`src/rtl/ifu_fetch.sv`:
```
// Instruction fetch stage: owns the PC, runs the req/ack handshake with
// instruction memory and presents a registered {inst, addr, valid} triple
// to the IF/ID pipeline register.
//
// state   | meaning
// --------+-----------------------------------------------------------
// S_IDLE  | one cycle after reset, no request yet
// S_FETCH | request outstanding at {pc[63:3],3'b0}
// S_STALL | instruction captured under hold; request parked until release
module ifu_fetch #(
    parameter logic [63:0] RESET_PC = 64'h0000_0000_8000_0000,
    parameter logic [63:0] NOP_INST = 64'h0000_0000_0000_0013
) (
    input  logic        clk,
    input  logic        rst,
    input  logic        jump_en_i,
    input  logic [63:0] jump_addr_i,
    input  logic        hold_flag_i,
    output logic        imem_req_o,
    output logic [63:0] imem_addr_o,
    input  logic        imem_ack_i,
    input  logic [63:0] imem_rdata_i,
    output logic [63:0] inst_o,
    output logic [63:0] inst_addr_o,
    output logic        inst_valid_o
);

    typedef enum logic [1:0] {
        S_IDLE  = 2'd0,
        S_FETCH = 2'd1,
        S_STALL = 2'd2
    } state_t;

    state_t      r_state;
    logic [63:0] r_pc;
    logic [63:0] r_inst;
    logic [63:0] r_inst_addr;
    logic        r_inst_valid;

    state_t      w_state_nxt;
    logic [63:0] w_pc_nxt;
    logic [63:0] w_inst_nxt;
    logic [63:0] w_inst_addr_nxt;
    logic        w_inst_valid_nxt;
    logic [31:0] w_word;

    // Request is decoded from state only, so reset drops it without a clock edge.
    assign imem_req_o   = (r_state == S_FETCH);
    assign imem_addr_o  = {r_pc[63:3], 3'b000};
    assign inst_o       = r_inst;
    assign inst_addr_o  = r_inst_addr;
    assign inst_valid_o = r_inst_valid;

    assign w_word = r_pc[2] ? imem_rdata_i[63:32] : imem_rdata_i[31:0];

    // Next-state and next-output decode; jump overrides everything, including hold.
    always_comb begin
        w_state_nxt      = r_state;
        w_pc_nxt         = r_pc;
        w_inst_nxt       = r_inst;
        w_inst_addr_nxt  = r_inst_addr;
        w_inst_valid_nxt = r_inst_valid;

        if (jump_en_i) begin
            w_pc_nxt         = jump_addr_i;
            w_inst_valid_nxt = 1'b0;
            w_inst_nxt       = NOP_INST;
            w_state_nxt      = S_FETCH;
        end else begin
            case (r_state)
                S_IDLE: begin
                    w_state_nxt = S_FETCH;
                end
                S_FETCH: begin
                    if (imem_ack_i) begin
                        // Captured data is kept even when hold arrives with the ack.
                        w_inst_nxt       = {32'b0, w_word};
                        w_inst_addr_nxt  = r_pc;
                        w_inst_valid_nxt = 1'b1;
                        w_pc_nxt         = r_pc + 64'd4;
                        w_state_nxt      = hold_flag_i ? S_STALL : S_FETCH;
                    end else if (!hold_flag_i) begin
                        w_inst_valid_nxt = 1'b0;
                        w_inst_nxt       = NOP_INST;
                    end
                end
                S_STALL: begin
                    // IF/ID takes the held instruction on the release edge.
                    if (!hold_flag_i) begin
                        w_inst_valid_nxt = 1'b0;
                        w_inst_nxt       = NOP_INST;
                        w_state_nxt      = S_FETCH;
                    end
                end
                default: begin
                    w_state_nxt = S_IDLE;
                end
            endcase
        end
    end

    // State, PC and output registers.
    always_ff @(posedge clk or negedge rst) begin
        if (!rst) begin
            r_state      <= S_IDLE;
            r_pc         <= RESET_PC;
            r_inst       <= NOP_INST;
            r_inst_addr  <= 64'd0;
            r_inst_valid <= 1'b0;
        end else begin
            r_state      <= w_state_nxt;
            r_pc         <= w_pc_nxt;
            r_inst       <= w_inst_nxt;
            r_inst_addr  <= w_inst_addr_nxt;
            r_inst_valid <= w_inst_valid_nxt;
        end
    end

endmodule

```
`config.mk`:
```
export PLATFORM = sky130hd
export DESIGN_NAME = ifu_fetch
export DESIGN_NICKNAME = d
export VERILOG_FILES = /design/src/rtl/ifu_fetch.sv
export SDC_FILE = /design/constraint.sdc
export NUM_CORES = 1
export LEC_CHECK = 0
export CORE_ASPECT_RATIO = 1.75
export CORE_MARGIN = 8
export CORE_UTILIZATION = 30
export CTS_CLUSTER_SIZE = 40
export DETAILED_ROUTE_END_ITERATION = 12
export GPL_TIMING_DRIVEN = 0
export PLACE_DENSITY = 0.64
export SLEW_MARGIN = 0
export SYNTH_ARGS = -nofsm -noshare
export SYNTH_HDL_FRONTEND = slang
export SYNTH_SLANG_ARGS = --single-unit
```
`constraint.sdc`:
```
create_clock -name clk -period 5.4 [get_ports clk]
set_input_delay 0.81 -clock clk [delete_from_list [all_inputs] [get_ports clk]]
set_output_delay 0.81 -clock clk [all_outputs]
set_load 0.1 [all_outputs]
```
==> results of run 1 <==
[state kept, by name, indices dropped and copies added, names as in the netlist]
register	flops
r_state	2
inst_valid_o	1
inst_o	64
r_pc	64
inst_addr_o	64
[routing by layer]
metal,wire [um],GRT usage,vias up
met5,13,0,-
met4,1060,0.0898,2
met3,2010,0.0403,53
met2,19500,0.347,264
met1,13300,0.207,4214
li1,-,-,4086
[metrics by stage]
stage          power [uW]  std cells  setup TNS [ns]  hold slack [ns]
4_1_cts              5170       1767               0            0.371
3_5_place_dp         3870       1735               0            0.462
5_1_grt              5320       1775               0            0.399
3_3_place_gp         3850       1734         -964.62            0.461
2_1_floorplan        3250       1016               0            0.435
6_report             5110       1775               0            0.346
[cell usage after synthesis, types with 2 or more instances]
library cell	n
dfstp_2	4
o311ai_0	3
mux2_2	8
inv_1	4
xnor2_1	18
dfrtp_1	191
a31oi_1	16
o31ai_1	6
clkbuf_1	48
a21oi_1	2
xor2_1	19
buf_2	2
o211ai_1	2
nor3_1	10
buf_4	64
nand3_1	25
or4_4	3
mux2i_1	34
nand2_1	283
nor2_1	32
buf_6	3
o21ai_1	3
buf_1	3
nand4_1	33
and4_1	8
a22oi_1	2
o32a_1	2
nor2b_1	5
or3_1	15
and2_1	33
o21ai_0	77
or4_1	10
nand4b_1	2
nor4_1	14
and3_1	9
[power breakdown]
part / switching [uW] / total, uW / leakage, uW / internal, uW
logic: 1540 / 2060 / 0.00315 / 519
registers: 151 / 1770 / 0.00246 / 1620
clock network: 663 / 1290 / 0.000287 / 622
[worst min path at each step]
stage	start	end	cells after the start
6_report	rst	inst_addr_o[13]	1
5_1_grt	rst	inst_addr_o[13]	1
3_3_place_gp	inst_addr_o[12]	inst_addr_o[12]	2
2_1_floorplan	r_pc[0]	inst_addr_o[0]	2
4_1_cts	rst	inst_addr_o[13]	1
3_5_place_dp	inst_addr_o[35]	inst_addr_o[35]	2
[logic make-up (layout without fill, tap and decap cells)]
logic type,after synthesis,after routing,share of synthesized area
AO/OA/AOI/OAI,117,117,0.0705
other,1,11,0.000398
buffers and inverters,125,480,0.0779
adder cells (fa/ha/maj),1,1,0.00133
AND/OR/NAND/NOR,496,496,0.252
flip-flops,195,195,0.518
XOR/XNOR,37,37,0.0344
multiplexers,42,42,0.0456
[cell type report]
class                           instances  share of cell area
Sequential cell                       195               0.354
Multi-Input combinational cell        696               0.277
Timing Repair Buffer                  323               0.236
Buffer                                120              0.0519
Tap cell                              396              0.0359
Clock buffer                           17              0.0308
Clock inverter                         15              0.0121
Antenna cell                            8             0.00145
Inverter                                5             0.00136
==> results.cfg, run 1 <==
[sta]
setup_viol = 0
worst_slew_pin_slew_ns = 1.16
finalCritPeriodShare = 0.657
fmax_mhz = 282
drv_slew = 0
max_slew_margin = 0.224
fin_crit_ns = 3.55
hold_violations = 0
clock-skew-final_ns = 0.0177
worst_slack_ns = 1.85
rsz0062_at_grt = no

[floorplan]
core.rowCount = 86
start_util = 0.302
ioPinCount = 327
die_w_um = 150
die_y_um = 251
die_area_um2 = 37600
core_um2 = 31200

[logic_synthesis]
ys_seq_elements = 195
synth.distinct_cells = 56
async_reset_ff_frac = 1.00
ys_top_cells_by_area = dfrtp_1 51%, nand2_1 11%, buf_4 5.1%
synth_area_um2 = 9430
syn_inst = 1014
synth_area_leader_cell = dfrtp_1
synthFlopType = dfrtp_1
synth-edff-count = 0
yosysWarnings = 0
synth_top_area_frac = 0.507
yosysSeqAreaShare = 0.518
syn_area_per_cell_um2 = 9.30

[clock_tree]
cts_resized = 0
clk_pin_slew_ns = 0.08
clock_sinks = 195
root_buffer = clkbuf_16
cts_tree = done
cts_hold_buf = 0
post_cts_buffers = 0
cts-htree-levels = 4
cts_made_buffers = 17
clock_path_buffers = 2
insertion_delay_ns = 0.46

[status]
status = finished clean

[cells_and_area]
fill_cells = 3074
layout_commonest_cell = clkdlybuf4s50_1
register_area_um2 = 4880
drive_above_1_share = 0.0919
nNetsFinal = 1492
stdcell_area_um2 = 13800
final_cell_mix = 321 x clkdlybuf4s50_1, 283 x nand2_1, 191 x dfrtp_1
final_util = 0.442
area_delta_synth_final_pct = 46.3
multiInputGateArea_um2 = 3820

[worst_setup_path]
r2r_end = r_pc[56]
worst-path-max-fanout = 9
ff2ff_path_depth = 6
cp_slowest_cell = nor4_2
critPathTopFamily = simple AND/OR/NAND/NOR gates
crit_path_end_kind = flop
critPathCapture = r_pc[56]
regToRegStartpoint = r_state[0]
worstSetupPathDepth = 6
cp-startpoint = imem_ack_i
reg2reg_setup_slack_ns = 2.08
required_ns = 5.77
path_buf_inv = 1
critPathMaxStageDelay_ns = 0.92
arrival_ns = 3.92
startpoint_type = input pin
criticalPathCategory = in -> reg
worstPathCellList = clkdlybuf4s50_1 > nand3b_1 > nor4_2 > nand4_1 > or4_1 > a31oi_1

[routing]
ant_nets = 0
wirelength_um = 35900
vias_per_cell = 4.86
drt_iter0_drc = 493
wire_per_inst_um = 20.2
route.vias.total = 8619
route.detailed.drc = 0
drt_pass1_iterations = 5

[min_path]
hp-class = in -> async

[placed_design]
place_congestion = 0.877
post-place-ws_ns = 1.42
numPortBuffers = 322
place_area_um2 = 13200
hpwl_um = 28100

[power_and_ir_drop]
power.leakage_uw = 0.00590
power_density_nw_per_um2 = 370
peakVddDrop_mv = 0.226

[grt]
grt_overflow_total = 0
grt_pass1_vias = 8858
antenna_found_initial = 9
grt_pass1_wl_um = 54600
grt_start_max_net_pins = 104
grt_use_total = 0.192

[job]
max_cap_viol_count = 0
Note: power is estimated with default switching activity, not from simulation.
==> run 2, diff against run 1 <==
Clock period 5.4 ns to 3.35 ns, I/O delays scaled along.
==> run 2 against run 1 <==
Net effect: power increased by 61%; critical path depth unchanged; clock power increased by 60%; die area unchanged; sequential cell count unchanged; cell area about the same; sequential share of layout area about the same; worst hold slack got worse by 0.31 ns; core utilization about the same; global-route usage unchanged; sequential power increased by 61%; count of clock-buffer cells in the layout unchanged.
==> results.cfg, run 2 (synthesis gave the netlist of run 1 again) <==
[status]
status = finished clean

[grt]
grt_overflow_total = 0
antenna_found_initial = 9
grt_use_total = 0.192
grt_pass1_vias = 8858
grt_start_max_net_pins = 104
grt_pass1_wl_um = 54600

[worst_setup_path]
regToRegStartpoint = r_state[0]
arrival_ns = 3.45
cp_slowest_cell = nor4_4
crit_path_end_kind = flop
ff2ff_path_depth = 6
startpoint_type = flop
worstPathCellList = clkbuf_1 > nand3b_1 > nor4_4 > nand4_1 > or4_1 > a31oi_1
reg2reg_setup_slack_ns = 0.27
r2r_end = r_pc[56]
path_buf_inv = 1
critPathTopFamily = simple AND/OR/NAND/NOR gates
critPathMaxStageDelay_ns = 0.71
required_ns = 3.72
worst-path-max-fanout = 9
criticalPathCategory = reg -> reg

[power_and_ir_drop]
p_comb_frac = 0.403
sw_frac_of_total = 0.460
power.leakage_uw = 0.00591
pwr-share-seq = 0.346
power.internal_uw = 4440
total_power_uw = 8240
peakVddDrop_mv = 0.364
power_density_nw_per_um2 = 597
p_clk_frac = 0.252
switchingPower_uw = 3790

[sta]
worst_slew_pin_slew_ns = 1.16
setup-tns-final_ns = 0
drv_slew = 0
max_slew_margin = 0.223
finalCritPeriodShare = 0.918
fin_crit_ns = 3.08
hold_violations = 0
rsz0062_at_grt = no
fmax_mhz = 325
holdWs_ns = 0.0375
clock-skew-final_ns = 0.0179
setup_viol = 0

[placed_design]
numPortBuffers = 322
hpwl_um = 28100
place_congestion = 0.877

[cells_and_area]
final_cell_mix = 321 x clkdlybuf4s50_1, 283 x nand2_1, 191 x dfrtp_1
area_delta_synth_final_pct = 46.4
fill_cells = 3074
drive_above_1_share = 0.0919
nNetsFinal = 1492
layout_commonest_cell = clkdlybuf4s50_1

[clock_tree]
cts-htree-levels = 4
clock_path_buffers = 2
cts_tree = done
clock_sinks = 195
post_cts_buffers = 0
cts_hold_buf = 0
root_buffer = clkbuf_16
insertion_delay_ns = 0.46
clk_pin_slew_ns = 0.08
cts_made_buffers = 17

[routing]
drt_pass1_iterations = 5
vias_per_cell = 4.85
route.vias.total = 8609
wire_per_inst_um = 20.2
ant_nets = 0
drt_iter0_drc = 485
route.detailed.drc = 0
wirelength_um = 35900

[floorplan]
ioPinCount = 327
core.rowCount = 86
die_area_um2 = 37600
core_um2 = 31200
die_w_um = 150
die_y_um = 251
start_util = 0.302

[min_path]
hp-class = in -> async

[job]
max_cap_viol_count = 0
==> run 2: cell types whose count changed in the layout (fill, tap and decap cells not counted) <==
| cell | delta |
|---|---|
| nor4_2 | -1 |
| nor4_4 | +1 |
==> run 2: power by group through the flow <==
| stage | Combinational, uW | Sequential (uW) | Clock, uW |
|---|---|---|---|
| 2_1_floorplan | 1090 | 4150 | 0 |
| 3_3_place_gp | 3320 | 2890 | 0 |
| 3_5_place_dp | 3340 | 2890 | 0 |
| 4_1_cts | 3350 | 2850 | 2140 |
| 5_1_grt | 3450 | 2890 | 2230 |
| 6_report | 3320 | 2850 | 2070 |
==> run 2: layer usage <==
| metal | GRT usage | vias up | share of wire |
|---|---|---|---|
| li1 | - | 4087 | - |
| met1 | 0.207 | 4211 | 0.37 |
| met2 | 0.347 | 256 | 0.54 |
| met3 | 0.0403 | 53 | 0.054 |
| met4 | 0.0898 | 2 | 0.030 |
| met5 | 0 | - | 0.00036 |
==> run 2: layout make-up <==
type / count / area (um^2) / share of cell area
Clock inverter: 15 / 166 / 0.0121
Tap cell: 396 / 495 / 0.0359
Buffer: 120 / 716 / 0.0518
Antenna cell: 8 / 20.0 / 0.00145
Inverter: 5 / 18.8 / 0.00136
Timing Repair Buffer: 323 / 3260 / 0.236
Sequential cell: 195 / 4880 / 0.354
Multi-Input combinational cell: 696 / 3830 / 0.277
Clock buffer: 17 / 425 / 0.0308
==> run 2: timing repair <==
item	CTS	global route
endpoints found under the hold margin	0	0
resized for setup	0	1
endpoints found under the setup margin	0	4
==> run 2: worst register-to-register path: stages, from the launching register on <==
cell and delay (ns):
dfrtp_1 0.33, clkbuf_1 0.31, nand3b_1 0.44, nor4_4 0.71
nand4_1 0.43, or4_1 0.59, a31oi_1 0.18
==> run 2: how the worst max path moves through the flow <==
stage / start / endpoint / depth (start not counted)
after floorplan: r_pc[31] / r_pc[62] / 7
after global placement: rst / inst_addr_o[51] / 1
after detailed placement: imem_ack_i / r_pc[56] / 6
after CTS: r_state[0] / r_pc[56] / 6
after global routing: r_state[1] / inst_addr_o[61] / 8
final: r_state[0] / r_pc[56] / 6
==> run 2: per-stage QoR <==
step,utilization,worst slack [ns],std cells,cell area (um^2)
5_1_grt,0.443,0.0332,1775,13800
3_5_place_dp,0.423,-0.323,1735,13200
6_report,0.443,0.274,1775,13800
3_3_place_gp,0.422,-6.77,1734,13200
2_1_floorplan,-,0.858,1016,9440
4_1_cts,0.442,0.0375,1767,13800
